## src/rtl/pong_pkg.sv

```systemverilog
// pong_pkg: shared encodings and constants for the Pong game controller.
//   game_state_t  : 2-bit game state encoding (also driven out on game_state)
//   BCD_MAX_DIGIT : largest legal BCD digit value
//   SPEED_MAX     : saturation value of the ball speed level
//   bcd_next()    : single BCD digit increment with 9 -> 0 wrap
package pong_pkg;

    typedef enum logic [1:0] {
        ST_NEWGAME = 2'b00,
        ST_PLAY    = 2'b01,
        ST_NEWBALL = 2'b10,
        ST_OVER    = 2'b11
    } game_state_t;

    localparam logic [3:0] BCD_MAX_DIGIT = 4'd9;
    localparam logic [1:0] SPEED_MAX     = 2'd3;

    function automatic logic [3:0] bcd_next(input logic [3:0] d);
        return (d == BCD_MAX_DIGIT) ? 4'd0 : d + 4'd1;
    endfunction

endpackage

```

## src/rtl/pong_bcd_score.sv

```systemverilog
// pong_bcd_score: two-digit BCD score counter, 00..99 with wrap to 00.
// Ports:
//   clk       in   system clock
//   reset     in   synchronous active-low reset (clears to 00)
//   clr       in   synchronous clear to 00 (has priority over inc)
//   inc       in   add one to the score on this edge
//   tens      out  BCD tens digit
//   ones      out  BCD ones digit
//   wrap_ones out  high in the cycle whose edge wraps ones 9 -> 0
module pong_bcd_score
    import pong_pkg::*;
(
    input  logic       clk,
    input  logic       reset,
    input  logic       clr,
    input  logic       inc,
    output logic [3:0] tens,
    output logic [3:0] ones,
    output logic       wrap_ones
);

    // Combinational so a consumer can act on the same edge the wrap happens.
    assign wrap_ones = reset && inc && !clr && (ones == BCD_MAX_DIGIT);

    always_ff @(posedge clk) begin
        if (!reset || clr) begin
            tens <= 4'd0;
            ones <= 4'd0;
        end else if (inc) begin
            ones <= bcd_next(ones);
            if (ones == BCD_MAX_DIGIT)
                tens <= bcd_next(tens);
        end
    end

endmodule

```

## src/rtl/pong_game_ctrl.sv

```systemverilog
// pong_game_ctrl: top-level game sequencer for the Pong VGA design.
// Ports:
//   clk          in   system clock
//   reset        in   synchronous active-low reset
//   btn_any      in   OR of debounced paddle buttons (level)
//   hit          in   pulse: ball struck a paddle
//   miss         in   pulse: ball passed a paddle
//   timer_up     in   external delay timer has reached zero (level)
//   timer_start  out  reload pulse to the delay timer (combinational)
//   graph_still  out  1 = freeze ball, show static graphics
//   game_state   out  current state encoding
//   balls_left   out  balls remaining after the one in play
//   score_tens   out  BCD tens digit
//   score_ones   out  BCD ones digit
//   speed_lvl    out  ball speed level
// Build option: PONG_SPEEDUP_EN enables the speed_lvl register; otherwise
// speed_lvl is tied to 0.
//
// state      | meaning
// -----------+-----------------------------------------------------
// ST_NEWGAME | idle, score 00, full ball stock, wait for a button
// ST_PLAY    | ball in play, hits score, a miss loses the ball
// ST_NEWBALL | ball lost, wait for timer_up and a button to respawn
// ST_OVER    | no balls left, wait for timer_up then back to NEWGAME
module pong_game_ctrl
    import pong_pkg::*;
#(
    parameter int NUM_BALLS = 3,
    parameter int BW        = 3
) (
    input  logic          clk,
    input  logic          reset,
    input  logic          btn_any,
    input  logic          hit,
    input  logic          miss,
    input  logic          timer_up,
    output logic          timer_start,
    output logic          graph_still,
    output logic [1:0]    game_state,
    output logic [BW-1:0] balls_left,
    output logic [3:0]    score_tens,
    output logic [3:0]    score_ones,
    output logic [1:0]    speed_lvl
);

    localparam logic [BW-1:0] BALLS_INIT = BW'(NUM_BALLS);

    game_state_t state, state_nxt;
    logic        ball_dec;
    logic        new_game_clr;
    logic        score_inc;
    logic        wrap_ones;

    always_ff @(posedge clk) begin
        if (!reset)
            state <= ST_NEWGAME;
        else
            state <= state_nxt;
    end

    always_comb begin
        state_nxt    = state;
        ball_dec     = 1'b0;
        new_game_clr = 1'b0;
        score_inc    = 1'b0;
        timer_start  = 1'b0;
        case (state)
            ST_NEWGAME: begin
                if (btn_any) begin
                    state_nxt = ST_PLAY;
                    ball_dec  = 1'b1;
                end
            end
            ST_PLAY: begin
                // A miss in the same cycle as a hit discards the hit.
                if (miss) begin
                    timer_start = 1'b1;
                    state_nxt   = (balls_left == '0) ? ST_OVER : ST_NEWBALL;
                end else if (hit) begin
                    score_inc = 1'b1;
                end
            end
            ST_NEWBALL: begin
                if (timer_up && btn_any) begin
                    state_nxt = ST_PLAY;
                    ball_dec  = 1'b1;
                end
            end
            ST_OVER: begin
                if (timer_up) begin
                    state_nxt    = ST_NEWGAME;
                    new_game_clr = 1'b1;
                end
            end
            default: state_nxt = ST_NEWGAME;
        endcase
    end

    // Decrement only on entry to PLAY; OVER is taken at zero so no underflow.
    always_ff @(posedge clk) begin
        if (!reset || new_game_clr)
            balls_left <= BALLS_INIT;
        else if (ball_dec)
            balls_left <= balls_left - BW'(1);
    end

    pong_bcd_score u_score (
        .clk       (clk),
        .reset     (reset),
        .clr       (new_game_clr),
        .inc       (score_inc),
        .tens      (score_tens),
        .ones      (score_ones),
        .wrap_ones (wrap_ones)
    );

`ifdef PONG_SPEEDUP_EN
    logic [1:0] speed_q;

    always_ff @(posedge clk) begin
        if (!reset || new_game_clr)
            speed_q <= 2'd0;
        else if (wrap_ones && (speed_q != SPEED_MAX))
            speed_q <= speed_q + 2'd1;
    end

    assign speed_lvl = speed_q;
`else
    logic unused_wrap_ones;
    assign unused_wrap_ones = wrap_ones;
    assign speed_lvl        = 2'b00;
`endif

    assign graph_still = (state != ST_PLAY);
    assign game_state  = state;

endmodule

```

## config.mk

```make
export PLATFORM = sky130hd
export DESIGN_NAME = pong_game_ctrl
export DESIGN_NICKNAME = d
export VERILOG_FILES = /design/src/rtl/pong_pkg.sv /design/src/rtl/pong_bcd_score.sv /design/src/rtl/pong_game_ctrl.sv
export SDC_FILE = /design/constraint.sdc
export NUM_CORES = 1
export LEC_CHECK = 0
export BUFFER_PORTS_ARGS = -buffer_cell sky130_fd_sc_hd__buf_2
export CAP_MARGIN = 25
export CORE_MARGIN = 1
export CORE_UTILIZATION = 23
export DETAILED_ROUTE_END_ITERATION = 6
export SYNTH_ARGS = -nofsm -noshare
export SYNTH_HDL_FRONTEND = slang
export SYNTH_SLANG_ARGS = --single-unit
```

## constraint.sdc

```tcl
create_clock -name clk -period 2.6 [get_ports clk]
set_clock_uncertainty 0.1 [all_clocks]
set_input_delay 0.52 -clock clk [delete_from_list [all_inputs] [get_ports clk]]
set_output_delay 0.52 -clock clk [all_outputs]
set_load 0.01 [all_outputs]
```

# Yosys cells after proc, flatten, opt, wreduce, memory -nomap -nowiden

Index checks and enable logic that the tools add are counted.
W data, S select, Z words.

Bits in latches: 0
Flip-flop bits (word level): 13
Memories kept: 0
ROM bits: 0
RAM bits: 0

Bitwise operators: 0
Order comparisons: 0
Equal/unequal tests: 10
Shift-type cells: 0
Add/subtract/negate cells: 3
Divide/modulo/power cells: 0
Reduce and logical (&&, ||, !) cells: 7
Multiplexer cells: 18
$mul: 0

Operator list:

| cell                  | number |
|---|---|
| $mux W1               | 10 |
| $add A4 B1 Y4 const B | 2 |
| $eq A4 B4 Y1 const B  | 2 |
| $mux W2               | 4 |
| $mux W4               | 2 |
| $ne A2 B2 Y1 const B  | 4 |
| $pmux W2 S4           | 1 |
| $eq A2 B2 Y1 const B  | 2 |
| $reduce_and A4 Y1     | 1 |
| $logic_not A3 Y1      | 1 |
| $sub A3 B1 Y3 const B | 1 |
| $eq A2 B1 Y1 const B  | 1 |
| $logic_not A2 Y1      | 1 |
| $ne A2 B1 Y1 const B  | 1 |
| $pmux W1 S2           | 1 |
| $reduce_and A2 Y1     | 1 |
| $logic_and A1 B1 Y1   | 1 |
| $logic_not A1 Y1      | 1 |
| $logic_or A1 B1 Y1    | 1 |

# Longest topological paths before layout

Gate-level depths: netlist (run 1).

Word-level depth: 4
Depth in mapped cells: 7
Mapped depth without buffers: 7

# By module

A second synthesis (run 1) with hierarchy kept.

Cell total of the unflattened synthesis: 85
Area total of the unflattened synthesis: 714.4 um2

Modules (own cells, without submodules):

| module         | area each (um2) | cells an instance | times used |
|---|---|---|---|
| pong_bcd_score | 405.4           | 47                | 1 |
| pong_game_ctrl | 309.0           | 38                | 1 |

# Worst setup path before layout (run 1)

OpenSTA, ideal clock, no wires.

Path kind: input port to flip-flop
From: in miss
To: reg u_score.tens[2]
Setup time: 0.071 ns
Arrival: 1.450 ns
Path slack: 0.978 ns
Cell stages on the path: 4
Data required time: 2.429 ns
Cells stage by stage: and4bb_4 > nand4_4 > or3_1 > a21oi_1

Word-level cells in the longest chain between the ends: 3

Ends and longest elaborated chain:

| what                        | RTL line             | text |
|---|---|---|
| start: declaration          | pong_game_ctrl.sv:35 | `input logic miss,` |
| $mux W1                     | pong_game_ctrl.sv:76 | `if (miss) begin` |
| $mux W1                     | pong_game_ctrl.sv:67 | `case (state)` |
| $reduce_and A2 Y1 (no line) | -                    |  |
| end signal: assignment      | pong_bcd_score.sv:32 | `tens <= bcd_next(tens);` |
| end: declaration            | pong_bcd_score.sv:17 | `output logic [3:0] tens,` |

No other way between the ends.
A chain may end at the register's enable or synchronous reset.

# Worst setup path after layout (run 1)

From: reg state[1], in the netlist game_state[1]
To: out timer_start

Word-level cells in the longest chain between the ends: 2

Ends and longest elaborated chain:

| what                     | RTL line             | text |
|---|---|---|
| start: declaration       | pong_game_ctrl.sv:48 | `game_state_t state, state_nxt;` |
| start signal: assignment | pong_game_ctrl.sv:58 | `state <= state_nxt;` |
| $eq A2 B1 Y1             | pong_game_ctrl.sv:67 |  |
| $mux W1                  | pong_game_ctrl.sv:67 |  |
| end: declaration         | pong_game_ctrl.sv:37 | `output logic timer_start,` |

No other way between the ends.

==> impl_metrics.py, run 1 <==
metrics = {
    "power": {
        "p_per_area_nw_per_um2": 482,
        "static-leakage-power_nw": 0.410,
        "ir_drop_worst_vdd_uv": 294,
    },
    "logic_synthesis": {
        "synth-edff-count": 0,
        "synth_sequential_area_ratio": 0.390,
        "ys_dominant_reg_cell": "sky130_fd_sc_hd__dfxtp_1",
        "synthDominantCellAreaShare": 0.390,
        "ys_warn_count": 0,
        "synth_cell_types": 26,
        "syn_inst": 79,
        "avgSynthCellArea_sq_um": 8.44,
        "syn_std_cell_area_sq_um": 667,
        "yosys-top-cells-area": "sky130_fd_sc_hd__dfxtp_1 39%, sky130_fd_sc_hd__nor2_1 7.9%, sky130_fd_sc_hd__a21oi_1 4.5%, sky130_fd_sc_hd__mux2i_1 4.5%, sky130_fd_sc_hd__inv_1 3.9%",
        "share_of_flip_flops_with_an_asynchronous_set_or_reset": 0,
        "yosysTopAreaCell": "sky130_fd_sc_hd__dfxtp_1",
        "synth.ff_latch_count": 13,
    },
    "placement": {
        "preCtsSetupSlack_ns": 0.787,
        "post_dp_cell_area_sq_um": 795,
        "dp_hpwl_microns": 1050,
        "port_buffers": 20,
        "gpl.final_weighted_congestion": 0.746,
    },
    "floorplan": {
        "floorplan.initialDensity": 0.242,
        "coreArea_sq_um": 2760,
        "io-pin-count": 23,
        "die_w_microns": 55.8,
        "die_y_microns": 55.8,
        "die-area_sq_um": 3120,
        "cell_rows": 19,
    },
    "critical_path": {
        "cp-end-kind": "output port",
        "cp.arrival_ns": 1.11,
        "regToRegStartpoint": "game_state[0]",
        "path_max_fanout": 8,
        "critPathRequiredTime_ns": 1.98,
        "r2r.worst_path.cells": 4,
        "setup.reg_to_reg.worst_slack_ns": 1.06,
        "critical_path.startpoint_type": "flop",
        "critPathKind": "reg2out",
        "reg2reg_to": "u_score.tens[2]",
    },
    "min_path": {
        "hold-path-cell-count": 3,
        "hp-start": "reset",
        "holdPathEnd": "game_state[0]",
        "worst_hold_path_type": "in2reg",
    },
    "detailed_routing": {
        "num_vias": 605,
        "ant_nets": 0,
        "drc": 0,
        "wirelength_microns": 1330,
        "vias_per_cell": 4.55,
        "pre_repair_dr_iteration_count": 2,
        "route.detailed.wl_per_inst_microns": 9.97,
        "initialDrtViolationCount": 11,
    },
    "sta": {
        "slew_viol_final": 0,
        "rsz0062_at_grt": "false",
        "finalWorstPathRequiredPeriod_ns": 1.73,
        "final_min_period_over_clock_period": 0.664,
        "setup_viol": 0,
        "final.setup.worst_slack_ns": 0.873,
        "fmax_ghz": 0.579,
        "timing.hold.ws_ns": 0.401,
        "fin_setup_tns_ns": 0,
        "timing_hold_violations_final": 0,
    },
    "finish": {
        "drive_gt1_frac": 0.255,
        "syn2layout_area_growth_pct": 23.1,
        "layout.cell_area.non_filler_sq_um": 821,
        "final_stage_net_count": 111,
        "antenna_cells": 0,
    },
    "global_route": {
        "first_global_vias": 509,
        "wire_length_of_the_first_global_routing_pass_microns": 2170,
        "grt.total_usage": 0.0929,
        "grt_remaining_overflow": 0,
        "grt_max_degree": 10,
        "antenna_violations_before_repair": 0,
    },
    "clock_network": {
        "worst_skew_pair.late_latency_ns": 0.27,
        "clock_sinks": 13,
        "cts_max_path_buffers": 2,
        "post_cts.resized_instances": 0,
        "cts_made_buffers": 3,
        "tritoncts": "done",
        "htree_levels": 1,
        "post-cts-setup-buffer-count": 0,
        "cts_root_buf": "sky130_fd_sc_hd__clkbuf_4",
        "clkTransAtPathRegs_ns": 0.08,
        "holdBufCountCts": 0,
    },
    "flow_run": {
        "number_of_violations_of_the_max_capacitance_limit": 0,
    },
    "status": {
        "outcome": "finished, final reports clean",
    },
}
## metal layers
metal,track usage,up-vias,wire (microns)
met2,0.151,18,655
li1,-,310,-
met1,0.0983,275,559
met3,0.0442,2,82
met5,0,-,0
met4,0.0523,0,27
## area by class of cell
type | count | area (sq um)
clock buffers | 4 | 26.3
fillers | 310 | 1940
inverters | 7 | 26.3
multi-input cells | 58 | 369
flip-flops and latches | 13 | 260
well taps | 31 | 38.8
repair buffers | 20 | 100
## layout by cell type (no fill, tap or decap)
cell | Yosys | layout
sky130_fd_sc_hd__nand2_1 | 3 | 3
sky130_fd_sc_hd__and4b_1 | 1 | 1
sky130_fd_sc_hd__o21ai_0 | 2 | 2
sky130_fd_sc_hd__o21ai_1 | 3 | 3
sky130_fd_sc_hd__ha_1 | 2 | 2
sky130_fd_sc_hd__conb_1 | 1 | 2
sky130_fd_sc_hd__nor2_1 | 14 | 14
sky130_fd_sc_hd__a22oi_1 | 1 | 1
sky130_fd_sc_hd__nand3_1 | 3 | 3
sky130_fd_sc_hd__xor2_1 | 2 | 2
sky130_fd_sc_hd__buf_2 | 0 | 20
sky130_fd_sc_hd__nand4_4 | 1 | 1
sky130_fd_sc_hd__a211oi_1 | 1 | 1
sky130_fd_sc_hd__nor3_1 | 1 | 1
sky130_fd_sc_hd__or3_1 | 2 | 2
sky130_fd_sc_hd__and4bb_4 | 1 | 1
sky130_fd_sc_hd__o211ai_1 | 1 | 1
sky130_fd_sc_hd__mux2i_1 | 3 | 3
sky130_fd_sc_hd__a21oi_1 | 6 | 6
sky130_fd_sc_hd__nor2b_1 | 3 | 3
sky130_fd_sc_hd__inv_1 | 7 | 7
sky130_fd_sc_hd__and2_1 | 1 | 1
sky130_fd_sc_hd__xnor2_1 | 2 | 2
sky130_fd_sc_hd__clkbuf_4 | 0 | 3
sky130_fd_sc_hd__dfxtp_1 | 13 | 13
sky130_fd_sc_hd__nor3b_2 | 1 | 1
sky130_fd_sc_hd__clkbuf_1 | 0 | 1
sky130_fd_sc_hd__nand2b_1 | 2 | 2
## worst max-delay path, cell delays in order, from the launching register on
cell	delay [ns]
sky130_fd_sc_hd__dfxtp_1	0.37
sky130_fd_sc_hd__nand2b_1	0.18
sky130_fd_sc_hd__nor2_1	0.14
sky130_fd_sc_hd__buf_2	0.15
## stage by stage
step	utilization	power (mW)	instances
finish	0.298	0.395	133
CTS	0.298	0.404	133
global placement	0.288	0.276	129
floorplan	-	0.257	80
global route	0.298	0.429	133
detailed placement	0.288	0.277	129
## cells by family (layout without fill, tap and decap cells)
logic type / Yosys count / after routing / share of synthesized area
compound gates: 14 / 14 / 0.116
xor+xnor: 4 / 4 / 0.0525
fa+ha+maj: 2 / 2 / 0.0375
buf+inv: 9 / 31 / 0.0619
flops: 13 / 13 / 0.390
mux: 3 / 3 / 0.0450
other cells: 1 / 2 / 0.00562
simple gates: 33 / 33 / 0.291
## synth_stat cells, types with 3 or more instances
library cell / count
sky130_fd_sc_hd__mux2i_1: 3
sky130_fd_sc_hd__nor2_1: 14
sky130_fd_sc_hd__nor2b_1: 3
sky130_fd_sc_hd__o21ai_1: 3
sky130_fd_sc_hd__dfxtp_1: 13
sky130_fd_sc_hd__inv_1: 7
sky130_fd_sc_hd__nand3_1: 3
sky130_fd_sc_hd__nand2_1: 3
sky130_fd_sc_hd__a21oi_1: 6
## state kept, by name, summed over array words and instances (netlist names)
register	count
balls_left	3
game_state	2
u_score.ones	4
u_score.tens	4
## report_power, final
group          leakage [nW]  switching (mW)  internal (mW)
Combinational         0.289          0.0296         0.0245
Clock                0.0150          0.0654         0.0594
Sequential            0.106         0.00905          0.207
## how the worst max path moves through the flow
stage | cells after the start | end | start
2_1_floorplan | 4 | u_score.tens[2] | miss
3_3_place_gp | 5 | u_score.tens[2] | miss
3_5_place_dp | 5 | u_score.tens[2] | miss
4_1_cts | 3 | timer_start | game_state[1]
5_1_grt | 3 | timer_start | game_state[1]
6_report | 3 | timer_start | game_state[1]
No activity file was read; power rests on OpenSTA's default activity.
==> run 2, diff against run 1 <==
==> constraint.sdc (replaced) <==
create_clock -name clk -period 1.4 [get_ports clk]
set_clock_uncertainty 0.1 [all_clocks]
set_input_delay 0.28 -clock clk [delete_from_list [all_inputs] [get_ports clk]]
set_output_delay 0.28 -clock clk [all_outputs]
set_load 0.01 [all_outputs]
==> run 2 against run 1 <==
  * The flow now finishes with violations (setup timing)
  * Clock power is 83% higher
  * Critical path depth grew 1
  * Count of clock-buffer cells in the layout did not move
  * Critical endpoint unchanged
==> impl_metrics.py, run 2 (synthesized netlist as in run 1, its figures left out) <==
metrics = {
    "status": {
        "outcome": "finished, violations left",
        "violations": "setup timing",
    },
    "critical_path": {
        "critPathKind": "reg2out",
        "path_max_fanout": 3,
        "cp.arrival_ns": 1.04,
        "cp_cell_sequence": "buf_6 -> nand2b_4 -> nor2_4 -> buf_6",
        "critPathRequiredTime_ns": 1.02,
        "path_common_cell": "sky130_fd_sc_hd__buf_6",
        "cp-end-kind": "output port",
        "slowest_delay_ns": 0.33,
        "critical_path.startpoint_type": "flop",
        "worst_path_max_delay_cell": "sky130_fd_sc_hd__dfxtp_2",
    },
    "clock_network": {
        "cts_max_path_buffers": 2,
        "htree_levels": 1,
        "cts_root_buf": "sky130_fd_sc_hd__clkbuf_4",
        "tritoncts": "done",
        "cts_made_buffers": 3,
        "clkTransAtPathRegs_ns": 0.08,
        "clock_sinks": 13,
        "worst_skew_pair.late_latency_ns": 0.27,
    },
    "sta": {
        "rsz0062_at_grt": "true",
        "final_min_period_over_clock_period": 1.02,
        "slew_viol_final": 0,
        "fmax_ghz": 0.704,
        "timing_hold_violations_final": 0,
        "setup_viol": 2,
        "final.setup.worst_slack_ns": -0.0214,
        "fin_setup_tns_ns": -0.0226,
        "finalWorstPathRequiredPeriod_ns": 1.42,
    },
    "placement": {
        "post_dp_cell_area_sq_um": 857,
        "port_buffers": 20,
        "gpl.final_weighted_congestion": 0.729,
        "placedCellCount": 137,
        "dp_hpwl_microns": 1130,
    },
    "finish": {
        "final_common_cell": "sky130_fd_sc_hd__buf_2",
        "layoutNonFillerInstCount": 147,
        "syn2layout_area_growth_pct": 47.1,
        "layout.cell_area.non_filler_sq_um": 981,
        "final.fill_count": 285,
        "antenna_cells": 0,
        "top_regs": "u_score.ones x4, u_score.tens x4, balls_left x3",
        "final_stage_net_count": 125,
        "drive_gt1_frac": 0.440,
        "mostFrequentLayoutCells": "19 x sky130_fd_sc_hd__buf_2, 13 x sky130_fd_sc_hd__buf_4, 12 x sky130_fd_sc_hd__nor2_1, 9 x sky130_fd_sc_hd__dfxtp_1, 7 x sky130_fd_sc_hd__inv_1",
    },
    "power": {
        "ir_drop_worst_vdd_uv": 498,
        "static-leakage-power_nw": 0.481,
        "fin_total_pwr_mw": 0.781,
        "p_per_area_nw_per_um2": 796,
    },
    "global_route": {
        "grt_remaining_overflow": 0,
        "antenna_violations_before_repair": 0,
        "grt_max_degree": 10,
        "first_global_vias": 634,
        "wire_length_of_the_first_global_routing_pass_microns": 2630,
        "grt.total_usage": 0.106,
    },
    "floorplan": {
        "io-pin-count": 23,
        "cell_rows": 19,
        "die-area_sq_um": 3120,
        "die_y_microns": 55.8,
        "die_w_microns": 55.8,
        "floorplan.initialDensity": 0.242,
        "coreArea_sq_um": 2760,
    },
    "min_path": {
        "worst_hold_path_type": "in2reg",
    },
    "detailed_routing": {
        "vias_per_cell": 4.56,
        "initialDrtViolationCount": 16,
        "drc": 0,
        "pre_repair_dr_iteration_count": 4,
        "route.detailed.wl_per_inst_microns": 10.7,
        "ant_nets": 0,
        "num_vias": 670,
        "wirelength_microns": 1580,
    },
    "flow_run": {
        "number_of_violations_of_the_max_capacitance_limit": 0,
    },
}
-- run 2: cell types whose count changed in the layout (fill, tap and decap cells not counted), sizes merged --
| cell | before | now |
|---|---|---|
| buf | 20 | 34 |
-- run 2: through the flow --
stage	hold WS (ns)	setup slack, ns	util
2_1_floorplan	0.307	-0.0614	-
3_3_place_gp	0.401	-0.0253	0.311
3_5_place_dp	0.423	-0.0862	0.311
4_1_cts	0.154	-0.0643	0.336
5_1_grt	0.184	-0.0711	0.356
6_report	0.170	-0.0214	0.356
-- run 2: where the power goes --
| group | leakage [nW] | internal [mW] | switching, mW | total, mW |
|---|---|---|---|---|
| Clock | 0.0150 | 0.110 | 0.119 | 0.229 |
| Combinational | 0.360 | 0.0772 | 0.0748 | 0.152 |
| Sequential | 0.106 | 0.387 | 0.0132 | 0.400 |
| Total | 0.481 | 0.574 | 0.207 | 0.781 |
-- run 2: path summary, 6_finish.rpt --
path                 startpoint              end  slack (ns)  cells past startpoint
setup / recovery  game_state[1]      timer_start       -0.02                      4
hold / removal            reset    game_state[0]        0.17                      3
setup reg to reg  game_state[1]  u_score.tens[2]           0                      4
hold reg to reg   balls_left[2]    balls_left[2]        0.42                      2
-- run 2: routing by layer --
| metal | vias up | GRT usage | part of all wire |
|---|---|---|---|
| li1 | 335 | - | - |
| met1 | 320 | 0.118 | 0.44 |
| met2 | 13 | 0.184 | 0.51 |
| met3 | 2 | 0.0233 | 0.041 |
| met4 | 0 | 0.0627 | 0.0070 |
| met5 | - | 0 | 0 |
-- run 2: layout make-up --
cell class	count	area, sq um	share of cell area
flip-flops and latches	13	268	0.273
repair buffers	34	215	0.219
inverters	7	26.3	0.0268
well taps	31	38.8	0.0395
multi-input cells	58	407	0.415
clock buffers	4	26.3	0.0268
-- run 2: timing repair --
item | in CTS | in global routing
buffers inserted | 3 | 3
setup endpoints to repair | 3 | 9
pin swaps | 2 | 7
gates resized for setup | 5 | 9
hold buffers | 0 | 0
-- run 2: worst max-delay path, delay by kind of cell (launching register included) --
family,cells,cell delay [ns]
simple gates,2,0.23
flops,1,0.33
buf+inv,2,0.21
==> run 3, diff against run 2 <==
--- a/config.mk
+++ b/config.mk
@@ -13,3 +13,4 @@
 export SYNTH_ARGS = -nofsm -noshare
 export SYNTH_HDL_FRONTEND = slang
 export SYNTH_SLANG_ARGS = --single-unit
+export TNS_END_PERCENT = 10
==> run 3 against run 2 <==
  * The run still ends with setup timing left
  * Via count down 0.30%
  * Maximum frequency down 0.27%
  * Combinational power about the same
  * Sequential power about the same
  * Largest power group unchanged
  * Global-route usage about the same
  * Clock power about the same
  * Register-to-register slack about the same
  * Power about the same
  * Critical path depth unchanged
  * Count of clock-buffer cells in the layout unchanged
  * Sequential cell count unchanged
==> impl_metrics.py, run 3 (synthesized netlist as in run 1, its figures left out) <==
metrics = {
    "status": {
        "outcome": "finished, violations left",
        "violations": "setup timing",
    },
    "clock_network": {
        "htree_levels": 1,
        "cts_max_path_buffers": 2,
        "cts_made_buffers": 3,
        "worst_skew_pair.late_latency_ns": 0.27,
        "tritoncts": "done",
        "clkTransAtPathRegs_ns": 0.08,
        "cts_root_buf": "sky130_fd_sc_hd__clkbuf_4",
        "clock_sinks": 13,
    },
    "critical_path": {
        "path_common_cell": "sky130_fd_sc_hd__buf_6",
        "critPathRequiredTime_ns": 1.02,
        "cp.arrival_ns": 1.05,
        "path_max_fanout": 3,
        "slowest_delay_ns": 0.33,
        "cp-end-kind": "output port",
        "critPathKind": "reg2out",
        "critical_path_buf_inv_count": 2,
        "cp_cell_sequence": "buf_6 -> nand2b_4 -> nor2_4 -> buf_6",
        "critical_path.startpoint_type": "flop",
        "critical_path_cell_count": 4,
        "critPathTopFamily": "flip-flops",
        "worst_path_max_delay_cell": "sky130_fd_sc_hd__dfxtp_2",
        "r2r.worst_path.cells": 4,
    },
    "sta": {
        "finalWorstPathRequiredPeriod_ns": 1.43,
        "timing.hold.ws_ns": 0.159,
        "setup_viol": 2,
        "final_min_period_over_clock_period": 1.02,
        "timing_hold_violations_final": 0,
        "fin_setup_tns_ns": -0.0400,
        "rsz0062_at_grt": "true",
        "fmax_ghz": 0.702,
        "final.setup.worst_slack_ns": -0.0253,
        "slew_viol_final": 0,
    },
    "power": {
        "fin_total_pwr_mw": 0.781,
        "switching_power_mw": 0.208,
        "p_seq_frac": 0.511,
        "swShare": 0.266,
        "ir_drop_worst_vdd_uv": 497,
        "pwr-share-comb": 0.193,
        "static-leakage-power_nw": 0.483,
        "internal_cell_power_mw": 0.573,
        "clock_power_share": 0.296,
        "p_per_area_nw_per_um2": 796,
    },
    "placement": {
        "placedCellCount": 137,
        "post_dp_cell_area_sq_um": 857,
        "preCtsSetupSlack_ns": -0.0862,
        "dp_hpwl_microns": 1130,
        "gpl.final_weighted_congestion": 0.729,
        "port_buffers": 20,
    },
    "global_route": {
        "grt.total_usage": 0.105,
        "first_global_vias": 636,
        "grt_remaining_overflow": 0,
        "wire_length_of_the_first_global_routing_pass_microns": 2620,
        "grt_max_degree": 10,
        "antenna_violations_before_repair": 0,
    },
    "floorplan": {
        "die_w_microns": 55.8,
        "die-area_sq_um": 3120,
        "coreArea_sq_um": 2760,
        "floorplan.initialDensity": 0.242,
        "die_y_microns": 55.8,
        "io-pin-count": 23,
        "cell_rows": 19,
    },
    "finish": {
        "final_common_cell": "sky130_fd_sc_hd__buf_2",
        "layout.cell_area.non_filler_sq_um": 981,
        "final_stage_net_count": 125,
        "drive_gt1_frac": 0.422,
        "syn2layout_area_growth_pct": 47.1,
        "layout.area.seq_sq_um": 267,
        "top_regs": "u_score.ones x4, u_score.tens x4, balls_left x3",
        "multi_input_area_sq_um": 404,
        "mostFrequentLayoutCells": "19 x sky130_fd_sc_hd__buf_2, 12 x sky130_fd_sc_hd__nor2_1, 12 x sky130_fd_sc_hd__buf_4, 10 x sky130_fd_sc_hd__dfxtp_1, 7 x sky130_fd_sc_hd__inv_1",
        "layoutNonFillerInstCount": 147,
        "antenna_cells": 0,
        "postLayoutCoreUtil": 0.356,
        "final.fill_count": 285,
    },
    "detailed_routing": {
        "pre_repair_dr_iteration_count": 2,
        "ant_nets": 0,
        "drc": 0,
        "num_vias": 668,
        "initialDrtViolationCount": 7,
        "wirelength_microns": 1560,
        "vias_per_cell": 4.54,
        "route.detailed.wl_per_inst_microns": 10.6,
    },
    "flow_run": {
        "number_of_violations_of_the_max_capacitance_limit": 0,
    },
    "min_path": {
        "hold-path-cell-count": 3,
        "worst_hold_path_type": "in2reg",
    },
}
[run 3: changes by cell type in the layout (fill, tap and decap cells not counted)]
| cell | change |
|---|---|
| sky130_fd_sc_hd__buf_4 | -1 |
| sky130_fd_sc_hd__buf_6 | +1 |
| sky130_fd_sc_hd__dfxtp_1 | +1 |
| sky130_fd_sc_hd__dfxtp_2 | -1 |
| sky130_fd_sc_hd__nand2_1 | +1 |
| sky130_fd_sc_hd__nand2_2 | -1 |
[run 3: path summary, 6_finish.rpt]
kind / endpoint / slack [ns] / start
setup / recovery: timer_start / -0.03 / game_state[1]
hold / removal: game_state[0] / 0.16 / reset
setup reg to reg: u_score.tens[2] / -0.01 / game_state[1]
hold reg to reg: balls_left[2] / 0.43 / balls_left[2]
[run 3: final cells by class]
class                           instances  share of cell area
Clock buffer                            4              0.0268
Multi-Input combinational cell         58               0.412
Sequential cell                        13               0.272
Inverter                                7              0.0268
Tap cell                               31              0.0395
Timing Repair Buffer                   34               0.223
[run 3: power groups by stage]
stage	combinational, mW	clock, mW	sequential [mW]
2_1_floorplan	0.0613	0	0.416
3_3_place_gp	0.116	0	0.407
3_5_place_dp	0.117	0	0.408
4_1_cts	0.131	0.241	0.400
5_1_grt	0.169	0.257	0.401
6_report	0.151	0.231	0.399
[run 3: per-layer routing]
metal	global-route usage	wire length [microns]	part of all wire	vias up
met5	0	0	0	-
met4	0.0627	21	0.013	0
met3	0.0233	64	0.041	4
met2	0.184	793	0.51	15
met1	0.117	684	0.44	312
li1	-	-	-	337
[run 3: worst reg2reg max path: cells and delay by family, from the launching register on]
family	cells	cell delay [ns]
AND/OR/NAND/NOR	3	0.79
flip-flops	1	0.33
AO/OA/AOI/OAI	1	0.13
[run 3: repair_timing]
action                     in CTS  in global routing
gates resized for setup         5                  8
setup buffers                   3                  3
pin swaps                       2                  6
hold buffers                    0                  0
setup endpoints to repair       3                  9
